`config.mk`:
```
export PLATFORM = sky130hd
export DESIGN_NAME = spi_flash_responder
export DESIGN_NICKNAME = d
export VERILOG_FILES = /design/src/rtl/spi_flash_responder.sv
export SDC_FILE = /design/constraint.sdc
export NUM_CORES = 1
export LEC_CHECK = 0
export ABC_CLOCK_PERIOD_IN_PS = 1750
export BUFFER_PORTS_ARGS = -buffer_cell sky130_fd_sc_hd__buf_2
export CORE_UTILIZATION = 40
export DETAILED_ROUTE_END_ITERATION = 16
export HOLD_SLACK_MARGIN = 0.06
export PLACE_DENSITY = 0.71
export SLEW_MARGIN = 20
export SYNTH_ARGS = -nofsm -noshare
export SYNTH_HDL_FRONTEND = slang
export SYNTH_SLANG_ARGS = --single-unit
export TNS_END_PERCENT = 30
```
`constraint.sdc`:
```
create_clock -name clock -period 1.75 [get_ports clock]
set_input_delay 0.35 -clock clock [delete_from_list [all_inputs] [get_ports clock]]
set_output_delay 0.35 -clock clock [all_outputs]
set_load 0.02 [all_outputs]
```
`src/rtl/spi_flash_responder.sv`:
```
// SPI mode-0 flash responder: serves READ (0x03) from an external byte memory
// and READ-ID (0x9F) from a parameter; other commands are silently ignored.
module spi_flash_responder #(
    parameter logic [23:0] JEDEC_ID = 24'hEF4018
) (
    input  logic        clock,
    input  logic        reset_n,
    input  logic        spi_csn,
    input  logic        spi_sclk,
    input  logic        spi_mosi,
    output logic        spi_miso,
    output logic        spi_miso_oe,
    output logic        mem_req,
    output logic [23:0] mem_addr,
    input  logic        mem_ack,
    input  logic [7:0]  mem_rdata,
    output logic        busy,
    output logic        underrun
);

    typedef enum logic [2:0] {
        S_IDLE,
        S_CMD,
        S_ADDR,
        S_DATA,
        S_ID,
        S_IGNORE
    } state_t;

    state_t state_reg, state_next;

    // [0],[1] synchronizer stages, [2] previous value for edge detection
    logic [2:0]  csn_pipe_reg;
    logic [2:0]  sclk_pipe_reg;
    logic [1:0]  mosi_pipe_reg;
    logic        warm_reg;
    logic        armed_reg;

    logic [23:0] shift_reg;
    logic [4:0]  bit_cnt_reg;
    logic [7:0]  tx_shift_reg;
    logic [2:0]  tx_cnt_reg;
    logic [1:0]  byte_idx_reg;
    logic [7:0]  data_reg;
    logic        valid_reg;
    logic        pending_reg;
    logic        miso_reg;
    logic        req_reg;
    logic [23:0] addr_reg;
    logic        underrun_reg;

    logic [7:0]  id_bytes [4];

    genvar gi;
    generate
        for (gi = 0; gi < 3; gi++) begin : g_id_bytes
            assign id_bytes[gi] = JEDEC_ID[23 - 8*gi -: 8];
        end
    endgenerate
    assign id_bytes[3] = 8'hFF;

    logic        csn_s, csn_fall, csn_rise;
    logic        sclk_rise, sclk_fall, mosi_s;
    logic [23:0] rx_word;
    logic        cmd_done, addr_done, tx_active, byte_start;
    logic        ack_take, data_ready, next_req;
    logic [7:0]  next_byte;

    assign csn_s     = csn_pipe_reg[1];
    // A falling edge only counts once csn has really been seen high since reset
    assign csn_fall  = armed_reg & csn_pipe_reg[2] & ~csn_pipe_reg[1];
    assign csn_rise  = ~csn_pipe_reg[2] & csn_pipe_reg[1];
    assign sclk_rise = sclk_pipe_reg[1] & ~sclk_pipe_reg[2];
    assign sclk_fall = ~sclk_pipe_reg[1] & sclk_pipe_reg[2];
    assign mosi_s    = mosi_pipe_reg[1];

    assign rx_word    = {shift_reg[22:0], mosi_s};
    assign cmd_done   = (state_reg == S_CMD)  && sclk_rise && (bit_cnt_reg == 5'd7);
    assign addr_done  = (state_reg == S_ADDR) && sclk_rise && (bit_cnt_reg == 5'd23);
    assign tx_active  = (state_reg == S_DATA) || (state_reg == S_ID);
    assign byte_start = tx_active && sclk_fall && (tx_cnt_reg == 3'd0);
    assign ack_take   = mem_ack && pending_reg;
    assign data_ready = ack_take || valid_reg;
    assign next_req   = (state_reg == S_DATA) && sclk_rise && (tx_cnt_reg == 3'd0);

    always_comb begin
        next_byte = 8'hFF;
        if (state_reg == S_ID) begin
            next_byte = id_bytes[byte_idx_reg];
        end else if (ack_take) begin
            next_byte = mem_rdata;
        end else if (valid_reg) begin
            next_byte = data_reg;
        end
    end

    always_comb begin
        state_next = state_reg;
        if (csn_rise) begin
            state_next = S_IDLE;
        end else begin
            case (state_reg)
                S_IDLE: if (csn_fall) state_next = S_CMD;
                S_CMD: begin
                    if (cmd_done) begin
                        case (rx_word[7:0])
                            8'h03:   state_next = S_ADDR;
                            8'h9F:   state_next = S_ID;
                            default: state_next = S_IGNORE;
                        endcase
                    end
                end
                S_ADDR: if (addr_done) state_next = S_DATA;
                default: state_next = state_reg;
            endcase
        end
    end

    always_ff @(posedge clock or negedge reset_n) begin
        if (!reset_n) begin
            state_reg <= S_IDLE;
        end else begin
            state_reg <= state_next;
        end
    end

    always_ff @(posedge clock or negedge reset_n) begin
        if (!reset_n) begin
            csn_pipe_reg  <= 3'b111;
            sclk_pipe_reg <= 3'b000;
            mosi_pipe_reg <= 2'b00;
            warm_reg      <= 1'b0;
            armed_reg     <= 1'b0;
        end else begin
            csn_pipe_reg  <= {csn_pipe_reg[1:0], spi_csn};
            sclk_pipe_reg <= {sclk_pipe_reg[1:0], spi_sclk};
            mosi_pipe_reg <= {mosi_pipe_reg[0], spi_mosi};
            warm_reg      <= 1'b1;
            armed_reg     <= armed_reg | (warm_reg & csn_pipe_reg[0]);
        end
    end

    always_ff @(posedge clock or negedge reset_n) begin
        if (!reset_n) begin
            shift_reg    <= '0;
            bit_cnt_reg  <= '0;
            tx_shift_reg <= 8'hFF;
            tx_cnt_reg   <= '0;
            byte_idx_reg <= '0;
            data_reg     <= '0;
            valid_reg    <= 1'b0;
            pending_reg  <= 1'b0;
            miso_reg     <= 1'b1;
            req_reg      <= 1'b0;
            addr_reg     <= '0;
            underrun_reg <= 1'b0;
        end else begin
            req_reg <= 1'b0;

            if ((state_reg == S_IDLE) && csn_fall) begin
                bit_cnt_reg <= '0;
            end
            if (sclk_rise && ((state_reg == S_CMD) || (state_reg == S_ADDR))) begin
                shift_reg   <= rx_word;
                bit_cnt_reg <= bit_cnt_reg + 5'd1;
            end
            if (cmd_done) begin
                bit_cnt_reg  <= '0;
                tx_cnt_reg   <= '0;
                byte_idx_reg <= '0;
            end

            if (ack_take) begin
                data_reg    <= mem_rdata;
                valid_reg   <= 1'b1;
                pending_reg <= 1'b0;
            end

            if (addr_done || next_req) begin
                addr_reg    <= addr_done ? rx_word : addr_reg + 24'd1;
                req_reg     <= 1'b1;
                pending_reg <= 1'b1;
                valid_reg   <= 1'b0;
            end

            if (tx_active && sclk_fall) begin
                if (byte_start) begin
                    miso_reg     <= next_byte[7];
                    tx_shift_reg <= {next_byte[6:0], 1'b1};
                    tx_cnt_reg   <= 3'd7;
                    if (state_reg == S_ID) begin
                        if (byte_idx_reg != 2'd3) byte_idx_reg <= byte_idx_reg + 2'd1;
                    end else begin
                        // Whatever was fetched is consumed; a late ack is now stale
                        valid_reg   <= 1'b0;
                        pending_reg <= 1'b0;
                        if (!data_ready) underrun_reg <= 1'b1;
                    end
                end else begin
                    miso_reg     <= tx_shift_reg[7];
                    tx_shift_reg <= {tx_shift_reg[6:0], 1'b1};
                    tx_cnt_reg   <= tx_cnt_reg - 3'd1;
                end
            end

            if (csn_rise) begin
                miso_reg    <= 1'b1;
                pending_reg <= 1'b0;
                valid_reg   <= 1'b0;
                tx_cnt_reg  <= '0;
            end
        end
    end

    assign spi_miso    = miso_reg;
    assign spi_miso_oe = tx_active & ~csn_s;
    assign mem_req     = req_reg;
    assign mem_addr    = addr_reg;
    assign busy        = (state_reg != S_IDLE);
    assign underrun    = underrun_reg;

endmodule

```
* Word level (Yosys, flattened, before mapping) *
Index checks and enable logic that the tools add are counted.

word-level totals
  input port bits = 14
  bits in registers = 91
  output and inout port bits = 29
  word-level logic and storage cells = 116

cells by class
  reduce and logical (&&, ||, !) cells = 24
  bitwise gates (word level) = 15
  magnitude comparators = 1
  $add $sub $neg = 4
  equal/unequal tests = 12
  muxes and demuxes = 42

operators with widths
  cell                   number
  $mux 8                 6
  $add 24x1->24 const B  1
  $mux 24                1
  $mux 3                 8
  $bmux 8 s2             1
  $mux 1                 16
  $mux 5                 3
  $logic_and 1x1->1      11
  $mux 2                 5
  $ne 3x3->1 const B     3
  $pmux 3 s3             1
  $reduce_bool 3->1      3
  $eq 8x2->1 const B     1
  $eq 8x8->1 const B     1
  $reduce_and 4->1       2
  $and 1x1->1            7
  $eq 3x2->1 const B     2
  $logic_not 3->1        2
  $not 1->1              6
  $pmux 3 s2             1
  $add 5x1->5 const B    1
  $eq 5x3->1 const B     1
  $eq 5x5->1 const B     1
  $logic_or 1x1->1       4
  10 further kinds       10

* Longest topological paths before layout *
  depth in word-level cells = 10
  mapped depth = 8
  depth with buffers taken out = 7

* Worst setup path after synthesis *
Ideal clock, no wire load.

  path type = register to output
  start point = register state_reg[0]
  end point = output spi_miso_oe
  slack = -0.025 ns
  arrival = 1.425 ns
  data required time = 1.400 ns
  path buffers = 2
  cell stages (with the launch flop) = 5
  cell sequence = dfrtp_1 > buf_4 > or3b_1 > buf_2 > a21oi_1

between the ends
  cells in the longest elaborated chain, start to end = 3
  elaborated cells on any way between the ends = 4

RTL lines
  what                                      line  RTL
  start, declared                           30    state_t state_reg, state_next;
  start signal, assigned                    123   state_reg <= state_next;
  $eq 3x2->1 or $eq 3x3->1 (tied branches)  80    assign tx_active = (state_reg == S_DATA) || (state_reg == S_ID);
  $logic_or 1x1->1 *                        80
  $and 1x1->1 *                             216   assign spi_miso_oe = tx_active & ~csn_s;
  end, declared                             12    output logic spi_miso_oe,

Every way passes the cells marked *; elsewhere a longest branch is shown, timed or not.

* Final worst setup path *
  start point = register state_reg[1]
  end point = output spi_miso_oe

Same word-level chain as after synthesis.

==> metrics.txt <==
Peak Freq=0.534 GHz; CP dominant cell by count=buf_4; Reg2Reg Depth=7; Final Power=4.18 mW; IO Port Bufs=42; Max IR drop VDD=0.512 mV; cell with the most instances after synthesis=dfrtp_1; first-pass GRT wire length=17000 µm; Residual DRC=0; number of flip-flops in the largest register=24; FF/Latch Area=2270 µm²; Reg-to-Reg End=mem_addr[6]; diode count=0; r2r setup slk=-40 ps; clk slew on worst S/H paths=80 ps; Die Span X=107 µm; WHS Path Cells=1; largest net degree at the start of global routing=48; status=finished with violations; synthesized instance count=405; fin crit share=1.07; First-pass DRT Iterations=4; Final Hold Vio Count=0; I/O Pins=43; CP Class=register to output pin; CP delay by family, top=buffers and inverters; Setup-failing EPs final=5; worst hold slack=80.3 ps; final instance area=5730 µm²; Placed Instance Area=5160 µm²; Ys Warns=0; Bufs on Longest Clock Path=2; clock tree from TritonCTS=done; WL final=10500 µm; Worst EP arrival=1520 ps; area leader, netlist=dfrtp_1; max incr delay on CP=390 ps; Hold Path Class=primary input to register; worst-path cell chain=buf_4, nand3b_4, buf_4, a21oi_2, buf_4; Synth top cells by count=dfrtp_1 (79), mux2_2 (32), nand2_1 (30), a21oi_1 (25), nor2_1 (21); Die Area=11500 µm²; dpl hpwl=7160 µm; area share of the largest cell type after synthesis=0.447; #FFs+latches synth=90; Max Clock Skew=14.5 ps; CP Launch Type=register; Final Max Tran Viols=0; H-tree levels=3; share of layout cells above drive strength 1=0.427; Top FF cell, synth=dfrtp_1; synth unique cells=65; Final nets=527; Setup crit end kind=output pin; Syn Std Cell Area=4420 µm²; core area=10800 µm²; ANT nets after route=0; Syn Area/Cell=10.9 µm²; Starting DRT DRC Count=158; # rows=38; final worst slack=-122 ps; routed len/inst=16.2 µm; Setup TNS=-246 ps; sequential fraction of the synthesis area=0.512; reg2reg start=bit_cnt_reg[1]; clk sink count=90; Final GP Congestion=0.869; critical path buffer and inverter count=3; Multi-input gate area=2200 µm²; min Tclk post-route=1870 ps; DR vias/cell=5.44; fill count=933; Syn Nets=426; Congestion Overflow GR=0; die height=107 µm; Worst EP required=1400 ps; slowest cell on the critical path=dfrtp_1; failing checks=setup timing; async set or reset register ratio after synthesis=1.00; hold path endpoint=csn_pipe_reg[0]; TritonCTS Buffers=9; worst slack at placement=-58.2 ps; RSZ-0062 raised after global routing=yes; EDFF count, synth=0; Vias=3543; GRT Resource Usage Total=0.192; Cell Pwr Density=729 nW/µm²; Worst-Skew Late Latency=370 ps; initial core utilization=0.410; vias in the first global route=3530; initial antenna violation count=0; Max Cap Viol=0; Pleak=2.73 nW; hold_sp=spi_csn; CTS root buffer=clkbuf_8; synth top area cells=dfrtp_1 (45%), mux2_2 (8.1%), dfstp_2 (6.5%); crit-path max FO=4; area added between synthesis and finish=29.6%
power by group:
part | switching, mW | internal (mW) | total, mW | leakage (nW)
sequential | 0.120 | 2.20 | 2.32 | 1.17
combinational | 0.172 | 0.202 | 0.374 | 1.45
clock | 0.706 | 0.777 | 1.48 | 0.107
total | 0.998 | 3.18 | 4.18 | 2.73
worst register-to-register path: cells and delay by family (launching register included):
family	cells	cell delay [ps]
compound gates	2	570
fa+ha+maj	1	190
buf+inv	2	240
flops	1	370
simple gates	2	330
repair_timing:
item,in CTS,in global routing
setup endpoints to repair,20,65
pin swaps,5,16
buffers inserted,7,9
gates cloned,0,1
hold buffers,1,0
endpoints found under the hold margin,79,0
resized for setup,16,39
layout by cell type (no fill, tap or decap), types with 3 or more instances in the layout:
cell | synthesis | layout
a21oi_1 | 25 | 24
a222oi_1 | 3 | 3
a311oi_1 | 3 | 3
and3_1 | 8 | 7
and4_1 | 3 | 3
buf_12 | 0 | 6
buf_2 | 9 | 39
buf_4 | 3 | 53
buf_6 | 1 | 7
clkbuf_8 | 0 | 12
dfrtp_1 | 79 | 77
dfstp_2 | 11 | 11
ha_1 | 7 | 5
inv_1 | 14 | 11
inv_2 | 0 | 3
mux2_2 | 32 | 32
mux2i_1 | 3 | 3
nand2_1 | 30 | 27
nand2_2 | 0 | 3
nand2b_1 | 7 | 7
nand3_1 | 13 | 11
nand4_1 | 7 | 7
nor2_1 | 21 | 19
nor2b_1 | 3 | 3
nor3_1 | 12 | 6
nor3_2 | 4 | 7
nor3_4 | 1 | 4
nor4_2 | 1 | 3
o211ai_1 | 3 | 3
o21ai_0 | 12 | 10
o21ai_1 | 12 | 11
xnor2_1 | 12 | 11
xor2_1 | 10 | 10
cell type report:
class                   count  share of cell area
clock buffers              14              0.0301
repair buffers            107               0.144
multi-input cells         284               0.384
well taps                 140              0.0306
clock inverters             2             0.00611
flip-flops and latches     90               0.396
inverters                  14             0.00917
per-stage QoR:
| stage | instances | util |
|---|---|---|
| 2_1_floorplan | 405 | - |
| 3_3_place_gp | 618 | 0.478 |
| 3_5_place_dp | 618 | 0.478 |
| 4_1_cts | 641 | 0.508 |
| 5_1_grt | 651 | 0.531 |
| 6_report | 651 | 0.531 |
layer usage:
metal,vias up,wire (µm),GRT usage
li1,1665,-,-
met1,1763,4480,0.240
met2,100,5390,0.321
met3,15,483,0.0450
met4,0,189,0.0763
met5,-,0,0
worst max-delay path by stage:
stage,start,endpoint,slack [ps],cells after the start
global placement,tx_cnt_reg[1],mem_addr[22],-4,7
finish,state_reg[1],spi_miso_oe,-120,5
floorplan,state_reg[1],bit_cnt_reg[2],-20,5
detailed placement,tx_cnt_reg[1],mem_addr[17],-60,9
global route,state_reg[1],spi_miso_oe,-180,5
CTS,state_reg[0],spi_miso_oe,-150,3
cell families after synthesis:
logic type	synth area share
multiplexers	0.0882
AND/OR/NAND/NOR	0.184
adder cells (fa/ha/maj)	0.0198
XOR/XNOR	0.0436
buffers and inverters	0.0331
other	0.000848
flip-flops	0.512
AO/OA/AOI/OAI	0.118
Note: power is estimated with default switching activity, not from simulation.
